`src/rtl/life_pkg.sv`:
```
// Shared definitions for the Game-of-Life board store: edit-op encodings and
// parameter helpers used by life_board_store and life_gen_tracker.
package life_pkg;

  typedef enum logic [1:0] {
    EDIT_NOP  = 2'b00,
    EDIT_SET  = 2'b01,
    EDIT_CLR  = 2'b10,
    EDIT_FLIP = 2'b11
  } edit_op_e;

  // Write-back sits three cells before the start of the last row.
  function automatic int default_wb_pos(input int x, input int y);
    return (y - 1) * x - 3;
  endfunction

  function automatic int steps_per_gen(input int x, input int y, input int lanes);
    return (x * y) / lanes;
  endfunction

endpackage

```
`src/rtl/life_gen_tracker.sv`:
```
// Generation tracker: step index within the generation, one-cycle
// generation-complete pulse and a wrapping count of completed generations.
module life_gen_tracker
  import life_pkg::*;
#(
  parameter int X     = 8,
  parameter int Y     = 8,
  parameter int LOG2X = 3,
  parameter int LOG2Y = 3,
  parameter int LANES = 1,
  parameter int GEN_W = 16
) (
  input  logic                   clk,
  input  logic                   reset,
  input  logic                   clear_all,
  input  logic                   step,
  output logic [LOG2X+LOG2Y-1:0] phase,
  output logic                   gen_done,
  output logic [GEN_W-1:0]       gen_count
);

  localparam int              PW   = LOG2X + LOG2Y;
  localparam logic [PW-1:0]   LAST = PW'(steps_per_gen(X, Y, LANES) - 1);

  logic [PW-1:0]    r_phase;
  logic             r_gen_done;
  logic [GEN_W-1:0] r_gen_count;

  // NOTE: state is updated with <= so every flop samples pre-edge values,
  // independent of statement order inside the block.
  always_ff @(posedge clk or negedge reset) begin
    if (!reset) begin
      r_phase     <= '0;
      r_gen_done  <= 1'b0;
      r_gen_count <= '0;
    end else if (clear_all) begin
      r_phase     <= '0;
      r_gen_done  <= 1'b0;
      r_gen_count <= '0;
    end else begin
      r_gen_done <= 1'b0;
      if (step) begin
        if (r_phase == LAST) begin
          r_phase     <= '0;
          r_gen_done  <= 1'b1;
          r_gen_count <= r_gen_count + 1'b1;
        end else begin
          r_phase <= r_phase + 1'b1;
        end
      end
    end
  end

  assign phase     = r_phase;
  assign gen_done  = r_gen_done;
  assign gen_count = r_gen_count;

endmodule

```
`src/rtl/life_board_store.sv`:
```
// Game-of-Life board register: circular shift store with LANES-wide write-back,
// cell-edit port and generation tracking. Optional LIFE_POPCOUNT_EN adds population.
module life_board_store
  import life_pkg::*;
#(
  parameter int X      = 8,
  parameter int Y      = 8,
  parameter int LOG2X  = 3,
  parameter int LOG2Y  = 3,
  parameter int LANES  = 1,
  parameter int WB_POS = default_wb_pos(X, Y),
  parameter int GEN_W  = 16
) (
  input  logic                   clk,
  input  logic                   reset,
  input  logic                   clear_all,
  input  logic                   step,
  input  logic [LANES-1:0]       new_cells,
  input  logic                   edit_valid,
  output logic                   edit_ready,
  input  logic [1:0]             edit_op,
  input  logic [LOG2X-1:0]       edit_x,
  input  logic [LOG2Y-1:0]       edit_y,
  output logic                   edit_err,
  output logic [X*Y-1:0]         data,
  output logic [LOG2X+LOG2Y-1:0] phase,
  output logic                   gen_done,
  output logic [GEN_W-1:0]       gen_count
`ifdef LIFE_POPCOUNT_EN
  ,
  output logic [LOG2X+LOG2Y:0]   population
`endif
);

  localparam int N  = X * Y;
  localparam int IW = LOG2X + LOG2Y;

  localparam logic [LOG2X:0] X_LIM = (LOG2X + 1)'(X);
  localparam logic [LOG2Y:0] Y_LIM = (LOG2Y + 1)'(Y);

  logic [N-1:0]  r_data;
  logic          r_edit_err;
  logic [N-1:0]  w_data_next;
  logic [IW-1:0] w_phase;
  logic [IW-1:0] w_idx;
  logic          w_in_range;
  logic          w_xfer;
  edit_op_e      w_op;

  life_gen_tracker #(
    .X     (X),
    .Y     (Y),
    .LOG2X (LOG2X),
    .LOG2Y (LOG2Y),
    .LANES (LANES),
    .GEN_W (GEN_W)
  ) u_gen_tracker (
    .clk       (clk),
    .reset     (reset),
    .clear_all (clear_all),
    .step      (step),
    .phase     (w_phase),
    .gen_done  (gen_done),
    .gen_count (gen_count)
  );

  // Edits only at a generation boundary, where logical and physical indices agree.
  assign edit_ready = !step && !clear_all && (w_phase == '0);
  assign w_xfer     = edit_valid && edit_ready;
  assign w_op       = edit_op_e'(edit_op);
  assign w_in_range = ({1'b0, edit_x} < X_LIM) && ({1'b0, edit_y} < Y_LIM);
  assign w_idx      = IW'(edit_y) * IW'(X) + IW'(edit_x);

  always_comb begin
    // NOTE: default assignment first so every path drives w_data_next and
    // no latch is inferred.
    w_data_next = r_data;
    if (clear_all) begin
      w_data_next = '0;
    end else if (step) begin
      w_data_next = {r_data[LANES-1:0], r_data[N-1:LANES]};
      for (int k = 0; k < LANES; k++) begin
        w_data_next[WB_POS+k] = new_cells[k];
      end
    end else if (w_xfer && w_in_range) begin
      case (w_op)
        EDIT_SET:  w_data_next[w_idx] = 1'b1;
        EDIT_CLR:  w_data_next[w_idx] = 1'b0;
        EDIT_FLIP: w_data_next[w_idx] = ~r_data[w_idx];
        default:   w_data_next = r_data;
      endcase
    end
  end

  always_ff @(posedge clk or negedge reset) begin
    if (!reset) begin
      r_data     <= '0;
      r_edit_err <= 1'b0;
    end else begin
      r_data     <= w_data_next;
      r_edit_err <= w_xfer && !w_in_range;
    end
  end

  assign data     = r_data;
  assign phase    = w_phase;
  assign edit_err = r_edit_err;

`ifdef LIFE_POPCOUNT_EN
  logic [IW:0] r_population;

  // Counts the registered board, so it trails any data change by one cycle.
  always_ff @(posedge clk or negedge reset) begin
    if (!reset) begin
      r_population <= '0;
    end else if (clear_all) begin
      r_population <= '0;
    end else begin
      r_population <= (IW + 1)'($countones(r_data));
    end
  end

  assign population = r_population;
`endif

endmodule

```
`config.mk`:
```
export PLATFORM = sky130hd
export DESIGN_NAME = life_board_store
export DESIGN_NICKNAME = d
export VERILOG_FILES = /design/src/rtl/life_pkg.sv /design/src/rtl/life_gen_tracker.sv /design/src/rtl/life_board_store.sv
export SDC_FILE = /design/constraint.sdc
export NUM_CORES = 1
export LEC_CHECK = 0
export CORE_UTILIZATION = 45
export CTS_BUF_LIST = sky130_fd_sc_hd__clkbuf_8 sky130_fd_sc_hd__clkbuf_16
export CTS_CLUSTER_SIZE = 20
export DETAILED_ROUTE_END_ITERATION = 10
export HOLD_SLACK_MARGIN = 0.05
export PLACE_DENSITY = 0.77
export SYNTH_ARGS = -nofsm -noshare
export SYNTH_HDL_FRONTEND = slang
export SYNTH_SLANG_ARGS = --single-unit
```
`constraint.sdc`:
```
create_clock -name clk -period 2.7 [get_ports clk]
set_input_delay 0.54 -clock clk [delete_from_list [all_inputs] [get_ports clk]]
set_output_delay 0.54 -clock clk [all_outputs]
set_load 0.02 [all_outputs]
```
-- Word level (Yosys, flattened, before mapping)
Index checks and enable logic that the tools add are counted.
- bits in registers: 87
- output and inout port bits: 89
- logic and storage cells: 48
- $add $sub $neg: 3
- $lt $le $gt $ge: 2
- equal/unequal tests: 4
- muxes and demuxes: 18
- bitwise operators: 4
- reduce and logical (&&, ||, !) cells: 13
- operators with widths (kind ; count):
    64-bit 2-to-1 mux ; 3
    64-bit case mux with 3 select lines ; 1
    64-bit bitwise AND ; 1
    64-bit bitwise mux ; 1
    64-bit NOT ; 1
    64-bit OR ; 1
    16-bit 2-to-1 mux ; 3
    6-bit 2-to-1 mux ; 3
    16-bit by 1-bit adder with 16-bit output (second input constant) ; 1
    6-bit by 7-bit < comparator with 1-bit output (second input constant) ; 1
    6-bit by 1-bit adder with 6-bit output (second input constant) ; 1
    6-bit by 3-bit adder with 6-bit output ; 1
    1-bit binary-select mux with 6-bit select ; 1
    1-bit demux with 6-bit select ; 1
    6-bit == test (second input constant) ; 1
    6-bit by 1-bit greater-or-equal comparator with 1-bit output (second input constant) ; 1
    6-bit logical NOT ; 1
    1-bit 2-to-1 mux ; 5
    5-bit nonzero test ; 1
    2-bit == test (second input constant) ; 2
    1-bit logical AND ; 4
    2-bit AND reduction ; 2
    2-bit nonzero test ; 2
    3-bit nonzero test ; 1
    other kinds (3) ; 4

-- Depth between registers and ports, before layout
Gate-level depths: netlist of the first run.
- word-level depth: 11
- gate-level depth with buffers: 9
- depth with buffers taken out: 7

-- Modules after synthesis
Synthesis of the first run repeated with hierarchy kept, for this count alone.
- cell total of the unflattened synthesis: 750
- area total of the unflattened synthesis: 6428.7 µm²
- modules (own cells, without submodules) (module ; instances ; cells an instance ; area an instance (µm²) ; sequential area each (µm²)):
    life_board_store ; 1 ; 629 ; 5233.8 ; 1601.5
    life_gen_tracker ; 1 ; 121 ; 1194.9 ; 575.6

-- Worst setup path after synthesis of the first run
OpenSTA, ideal clock, no wires.
- kind: input port to flip-flop
- start: input edit_op[0]
- end: register r_data[61], in the netlist data[61]
- setup time: 128 ps
- arrival: 2177 ps
- required time: 2572 ps
- setup slack: 395 ps
- stages on the path: 9
- buffers on the path: 2
- cell sequence: inv_1 > ha_1 > nor2b_1 > or4_1 > clkbuf_1 > clkbuf_1 > o21ai_0 > o311a_1 > o32ai_1
- word-level cells in the longest chain between the ends: 5
- ends and longest elaborated chain (item ; RTL line ; text):
    from (decl) ; life_board_store.sv:21 ; input logic [1:0] edit_op,
    2-bit == test or 2-bit by 1-bit == test with 1-bit output (tied branches) ; life_board_store.sv:86 ; case (w_op)
    64-bit case mux with 3 select lines ; life_board_store.sv:86 ;
    64-bit 2-to-1 mux ; life_board_store.sv:85 ; end else if (w_xfer && w_in_range) begin
    64-bit 2-to-1 mux ; life_board_store.sv:80 ; end else if (step) begin
    64-bit 2-to-1 mux ; life_board_store.sv:78 ; if (clear_all) begin
    to (signal assigned) ; life_board_store.sv:100 ; r_data <= w_data_next;
    to (decl) ; life_board_store.sv:41 ; logic [N-1:0] r_data;
Parallel ways exist; a longest one is shown, timed or not. The select of a mux whose other input is x is not followed.
A chain may end at the register's enable or synchronous reset.

-- Final worst setup path of the first run
- start: input clear_all
- end: output edit_ready
- word-level cells in the longest chain between the ends: 3
- ends and longest elaborated chain (item ; RTL line ; text):
    from (decl) ; life_board_store.sv:16 ; input logic clear_all,
    1-bit logical NOT ; life_board_store.sv:68 ; assign edit_ready = !step && !clear_all && (w_phase == '0);
    1-bit logical AND (2 in series) ; life_board_store.sv:68 ;
    to (decl) ; life_board_store.sv:20 ; output logic edit_ready,
No other way between the ends.

==> results of run 1 <==
## power by group through the flow
stage	sequential, W	combinational [W]	clock, W
global route	0.00151	0.00112	0.00132
global placement	0.00152	0.00101	0
detailed placement	0.00152	0.00103	0
finish	0.00151	0.00105	0.00126
floorplan	0.00158	0.000501	0
CTS	0.00150	0.00103	0.00128
## path summary, 6_finish.rpt
kind,depth (start not counted),startpoint,slack (ns),end
max in group asynchronous,2,reset,1.83,data[5]
min reg2reg,1,u_gen_tracker.gen_count[2],0.55,u_gen_tracker.gen_count[2]
max reg2reg,8,u_gen_tracker.phase[0],0.49,data[61]
max,5,clear_all,0.09,edit_ready
min,1,reset,0.17,data[28]
min in group clk,1,u_gen_tracker.gen_count[2],0.55,u_gen_tracker.gen_count[2]
## metrics by stage
stage          TNS (ns)  power [W]  utilization  cell area (um^2)
2_1_floorplan         0    0.00208            -              6480
3_3_place_gp      -1.79    0.00253        0.582              8110
3_5_place_dp      -3.07    0.00255        0.582              8110
4_1_cts               0    0.00381        0.603              8400
5_1_grt               0    0.00395        0.603              8400
6_report              0    0.00382        0.603              8410
## per-layer routing
layer / wire length, um / global-route usage / vias up
met2: 10300 / 0.486 / 514
li1: - / - / 3171
met4: 1060 / 0.162 / 0
met5: 0 / 0 / -
met3: 2470 / 0.0641 / 114
met1: 9040 / 0.405 / 3500
## sequential cells by signal, indices dropped and copies added, names as in the netlist
name,count
u_gen_tracker.gen_done,1
data,64
u_gen_tracker.gen_count,16
u_gen_tracker.phase,6
## layout make-up
| class | count | area, um^2 | share of cell area |
|---|---|---|---|
| multi-input cells | 572 | 3910 | 0.465 |
| inverters | 9 | 33.8 | 0.00402 |
| flip-flops and latches | 87 | 2180 | 0.259 |
| diodes | 1 | 2.50 | 0.000298 |
| clock inverters | 7 | 62.6 | 0.00744 |
| clock buffers | 9 | 225 | 0.0268 |
| well taps | 180 | 225 | 0.0268 |
| repair buffers | 187 | 1770 | 0.211 |
## kinds of logic after synthesis
group | synth area share
simple gates | 0.195
fa+ha+maj | 0.00966
compound gates | 0.318
xor+xnor | 0.0122
buf+inv | 0.0632
mux | 0.0653
other cells | 0.000579
flops | 0.336
## repair_timing
item                                    CTS  global route
hold endpoints to repair                  0             0
gates resized for setup                   0             1
endpoints found under the setup margin    0             1
## worst reg2reg max path, delay by kind of cell (launching register included)
kind,cells,cell delay (ns)
adders and majority gates,1,0.17
AOI/OAI and AO/OA,3,0.48
DFF,1,0.44
and+or+nand+nor,2,0.71
buffers and inverters,2,0.29
## layout by cell type (no fill, tap or decap), drive strengths merged, types with 11 or more instances in the layout
master	instances
a211oi	11
a21oi	44
a31oi	37
buf	88
clkdlybuf4s50	99
dfrtp	87
inv	12
mux2i	22
nand2	54
nand2b	21
nand3	21
nand4	21
nor2	48
nor3	19
o2111ai	16
o21ai	69
o221ai	26
o311a	18
o32ai	16
==> results.yml, run 1 <==
worst_setup_path:
  start_kind: "input port"
  required_ns: 2.16
  crit_fanout: 2
  worst_ep_arrival_time_ns: 2.07
  path_cells: "clkdlybuf4s50_1 > clkinv_1 > nand2_1 > nor4_1 > clkdlybuf4s50_1"
  slowest_stage: "clkdlybuf4s50_1"
  cp.buffers_inverters: 3
  critPathKind: "input port to output port"
  cpMostUsedCell: "clkdlybuf4s50_1"
  slowest_delay_ns: 0.66
  cp-end-kind: "output port"
  crit_family: "buffers and inverters"
layout:
  drive_above_1_share: 0.164
  area_growth_pct: 29.8
  nNetsFinal: 885
  fillCellCount: 1145
  final_cells: 1052
logic_synthesis:
  async_flop_share: 1.00
  avgSynthCellArea_um2: 8.65
  ys_ff_latch: 87
  yosysWarnings: 0
  synth_common_cells: "dfrtp_1 (87), o21ai_0 (68), nand2_1 (53)"
  synth_area_leaders: "dfrtp_1 (34%), o21ai_0 (5.3%), a31oi_1 (3.6%), o221ai_1 (3.5%), a21oi_1 (3.4%)"
  synth_edf_count: 0
  synthCells: 749
  mappedNetlistNets: 768
  seq_area_frac_synth: 0.336
  netlist.area_leader.share: 0.336
  synth-main-ff-cell: "dfrtp_1"
  syn_area_mm2: 0.00648
  ys_types: 72
  synth_top_cell_by_area: "dfrtp_1"
  synth.most_common_cell: "dfrtp_1"
pwr:
  seq_power_share: 0.395
  powerDensity_mw_per_mm2: 454
  power.switching_w: 0.00134
  p_sw_frac: 0.350
  ir_worst_vdd_mv: 0.276
  p_clk_frac: 0.331
  p_leak_nw: 3.26
  internal-power_w: 0.00248
  power.share.combinational: 0.275
timing:
  fin_skew_ns: 0.00740
  worst_hold_slack_ns: 0.165
  max_slew.worst_pin.slew_ns: 0.765
  period_minus_slack_ns: 2.61
  grt_setup_unrepaired: "false"
  slew-limit-headroom: 0.490
  finalCritPeriodShare: 0.968
  finalHoldViolCount: 0
  worst_slack_ns: 0.0875
  drv_slew: 0
  finalSetupViolCount: 0
  max_freq_mhz: 383
floorplan:
  die_area_mm2: 0.0149
  die_y_um: 122
  row_count: 43
  coreArea_mm2: 0.0139
  ios: 103
  start_util: 0.465
  die_x_um: 122
drt:
  postRouteAntennaNets: 0
  drt-vias-per-instance: 6.94
  drcViolationCount: 0
  dr.pass1.iters: 6
  wl_per_cell_um: 21.7
  vias: 7299
  drt_first_iter_violations: 900
  wirelength_um: 22900
placed_design:
  dp_hpwl_um: 15200
  place_inst: 1035
  dp_slack_ns: -0.195
  gp_congestion: 0.916
  port_buffers: 101
global_routing:
  grtUsageTotal: 0.311
  grt_pass1_wl_um: 35600
  grt-ovfl-total: 0
  grt_max_degree: 70
  antenna_found_initial: 0
  grt_pass1_vias: 6694
clock_network:
  tritoncts: "done"
  cts-root-buf: "clkbuf_16"
  htree_levels: 3
  insertion_delay_ns: 0.36
  clkSinkCount: 87
  hold_buffers: 0
  cts_buffer_depth: 2
  postCtsSetupRepairBufs: 0
  clk_pin_slew_worst_paths_ns: 0.07
  cts_made_buffers: 9
outcome:
  status: "complete, no violations"
run:
  drv_cap: 0
hold_path:
  hold_path.class: "input port to async pin"
No activity file was read; power rests on OpenSTA's default activity.
==> inputs of run 2 (changes only) <==
--- a/config.mk
+++ b/config.mk
@@ -5,12 +5,12 @@
 export SDC_FILE = /design/constraint.sdc
 export NUM_CORES = 1
 export LEC_CHECK = 0
-export CORE_UTILIZATION = 45
+export CORE_UTILIZATION = 40
 export CTS_BUF_LIST = sky130_fd_sc_hd__clkbuf_8 sky130_fd_sc_hd__clkbuf_16
 export CTS_CLUSTER_SIZE = 20
 export DETAILED_ROUTE_END_ITERATION = 10
 export HOLD_SLACK_MARGIN = 0.05
-export PLACE_DENSITY = 0.77
+export PLACE_DENSITY = 0.7
 export SYNTH_ARGS = -nofsm -noshare
 export SYNTH_HDL_FRONTEND = slang
 export SYNTH_SLANG_ARGS = --single-unit
==> run 2 against run 1 <==
  * Clock power increased by 7%
  * Combinational power barely moved
  * Utilization shrank 6.9 points
  * Die area grew 12%
  * Highest routed layer unchanged
==> results.yml, run 2 (synthesis results as in run 1) <==
clock_network:
  insertion_delay_ns: 0.35
  cts_made_buffers: 9
  htree_levels: 3
  cts_resized: 0
  clk_pin_slew_worst_paths_ns: 0.07
  cts_buffer_depth: 2
  hold_buffers: 0
  clkSinkCount: 87
  tritoncts: "done"
  postCtsSetupRepairBufs: 0
  cts-root-buf: "clkbuf_16"
layout:
  drive_above_1_share: 0.157
  nNetsFinal: 878
  design_area_mm2: 0.00845
  area_growth_pct: 30.5
  fillCellCount: 1498
  final_util: 0.534
  final_common_cell: "clkdlybuf4s50_1"
  largest_reg_flops: 64
  most-common-layout-cells: "clkdlybuf4s50_1 (98), dfrtp_1 (87), o21ai_0 (68), buf_4 (68), nand2_1 (53)"
  antenna_cells: 0
floorplan:
  row_count: 46
  die_y_um: 129
  die_area_mm2: 0.0167
  start_util: 0.409
  coreArea_mm2: 0.0158
  ios: 103
  die_x_um: 129
timing:
  drv_slew: 0
  finalCritPeriodShare: 0.922
  finalHoldViolCount: 0
  grt_setup_unrepaired: "false"
  max_slew.worst_pin.slew_ns: 0.747
  finalSetupViolCount: 0
  fin_skew_ns: 0.0144
  period_minus_slack_ns: 2.49
  max_freq_mhz: 402
  slew-limit-headroom: 0.502
placed_design:
  dp_hpwl_um: 14900
  place_area_mm2: 0.00813
  port_buffers: 101
  gp_congestion: 0.865
drt:
  drcViolationCount: 0
  dr.pass1.iters: 5
  wirelength_um: 22400
  wl_per_cell_um: 20.8
  vias: 6939
  drt-vias-per-instance: 6.43
  drt_first_iter_violations: 751
  postRouteAntennaNets: 0
worst_setup_path:
  required_ns: 2.94
  worst_ep_arrival_time_ns: 2.73
  worstReg2RegStart: "data[24]"
  crit_family: "multiplexers"
  start_kind: "input port"
  crit_fanout: 16
  slowest_stage: "clkdlybuf4s50_1"
  cp-end-kind: "register"
  crit_path_start: "edit_x[1]"
  path_cells: "clkdlybuf4s50_1 > mux4_2 > mux2_4 > nand2_4 > nand4_4 > buf_12 > o32ai_1"
  rr_worst_depth: 6
  cp.depth: 7
  critPathKind: "input port to register"
  slowest_delay_ns: 0.58
  cp.buffers_inverters: 2
pwr:
  p_leak_nw: 3.26
  ir_worst_vdd_mv: 0.300
  powerDensity_mw_per_mm2: 460
global_routing:
  grt_max_degree: 70
  grt_pass1_vias: 6318
  grtUsageTotal: 0.272
  grt_pass1_wl_um: 35000
  grt-ovfl-total: 0
  antenna_found_initial: 1
hold_path:
  hold_path.class: "input port to async pin"
run:
  drv_cap: 0
outcome:
  status: "complete, no violations"
## run 2: final cells by class
cell class	count	area [um^2]	share of cell area
repair buffers	180	1750	0.207
clock buffers	11	253	0.0299
flip-flops and latches	87	2180	0.258
clock inverters	5	62.6	0.00740
multi-input cells	572	3910	0.462
well taps	216	270	0.0320
inverters	9	33.8	0.00400
## run 2: where the power goes
| group | leakage, nW | internal (W) | switching, W | total [W] |
|---|---|---|---|---|
| Sequential | 1.16 | 0.00138 | 0.000130 | 0.00151 |
| Combinational | 1.95 | 0.000449 | 0.000579 | 0.00103 |
| Clock | 0.149 | 0.000776 | 0.000578 | 0.00135 |
## run 2: worst register-to-register path, stage by stage (launching register included)
cell     delay, ns
dfrtp_1       0.49
mux4_2        0.49
mux2_4        0.32
nand2_4       0.09
nand4_4       0.18
buf_12        0.22
o32ai_1       0.28
## run 2: final timing paths
kind / to / slack [ns]
worst min register to register: u_gen_tracker.gen_count[12] / 0.55
worst max register to register: data[16] / 0.52
max in group asynchronous: data[58] / 1.88
worst max-delay path: data[16] / 0.21
worst min-delay path: data[28] / 0.19
min in group clk: u_gen_tracker.gen_count[12] / 0.55
## run 2: per-layer routing
| layer | global-route usage | vias up | share of wire |
|---|---|---|---|
| met5 | 0 | - | 0 |
| met4 | 0.106 | 0 | 0.025 |
| met3 | 0.0570 | 41 | 0.096 |
| met2 | 0.420 | 412 | 0.47 |
| met1 | 0.372 | 3330 | 0.41 |
| li1 | - | 3156 | - |
## run 2: metrics by stage
| stage | instances | total power, W | hold slack, ns | TNS [ns] | setup WS [ns] |
|---|---|---|---|---|---|
| 2_1_floorplan | 749 | 0.00208 | 0.244 | 0 | 0.395 |
| 3_3_place_gp | 1064 | 0.00253 | 0.524 | -1.98 | -0.112 |
| 6_report | 1080 | 0.00389 | 0.185 | 0 | 0.211 |
| 5_1_grt | 1080 | 0.00404 | 0.223 | 0 | 0.0797 |
| 3_5_place_dp | 1064 | 0.00255 | 0.533 | -2.17 | -0.122 |
| 4_1_cts | 1080 | 0.00389 | 0.201 | 0 | 0.0586 |
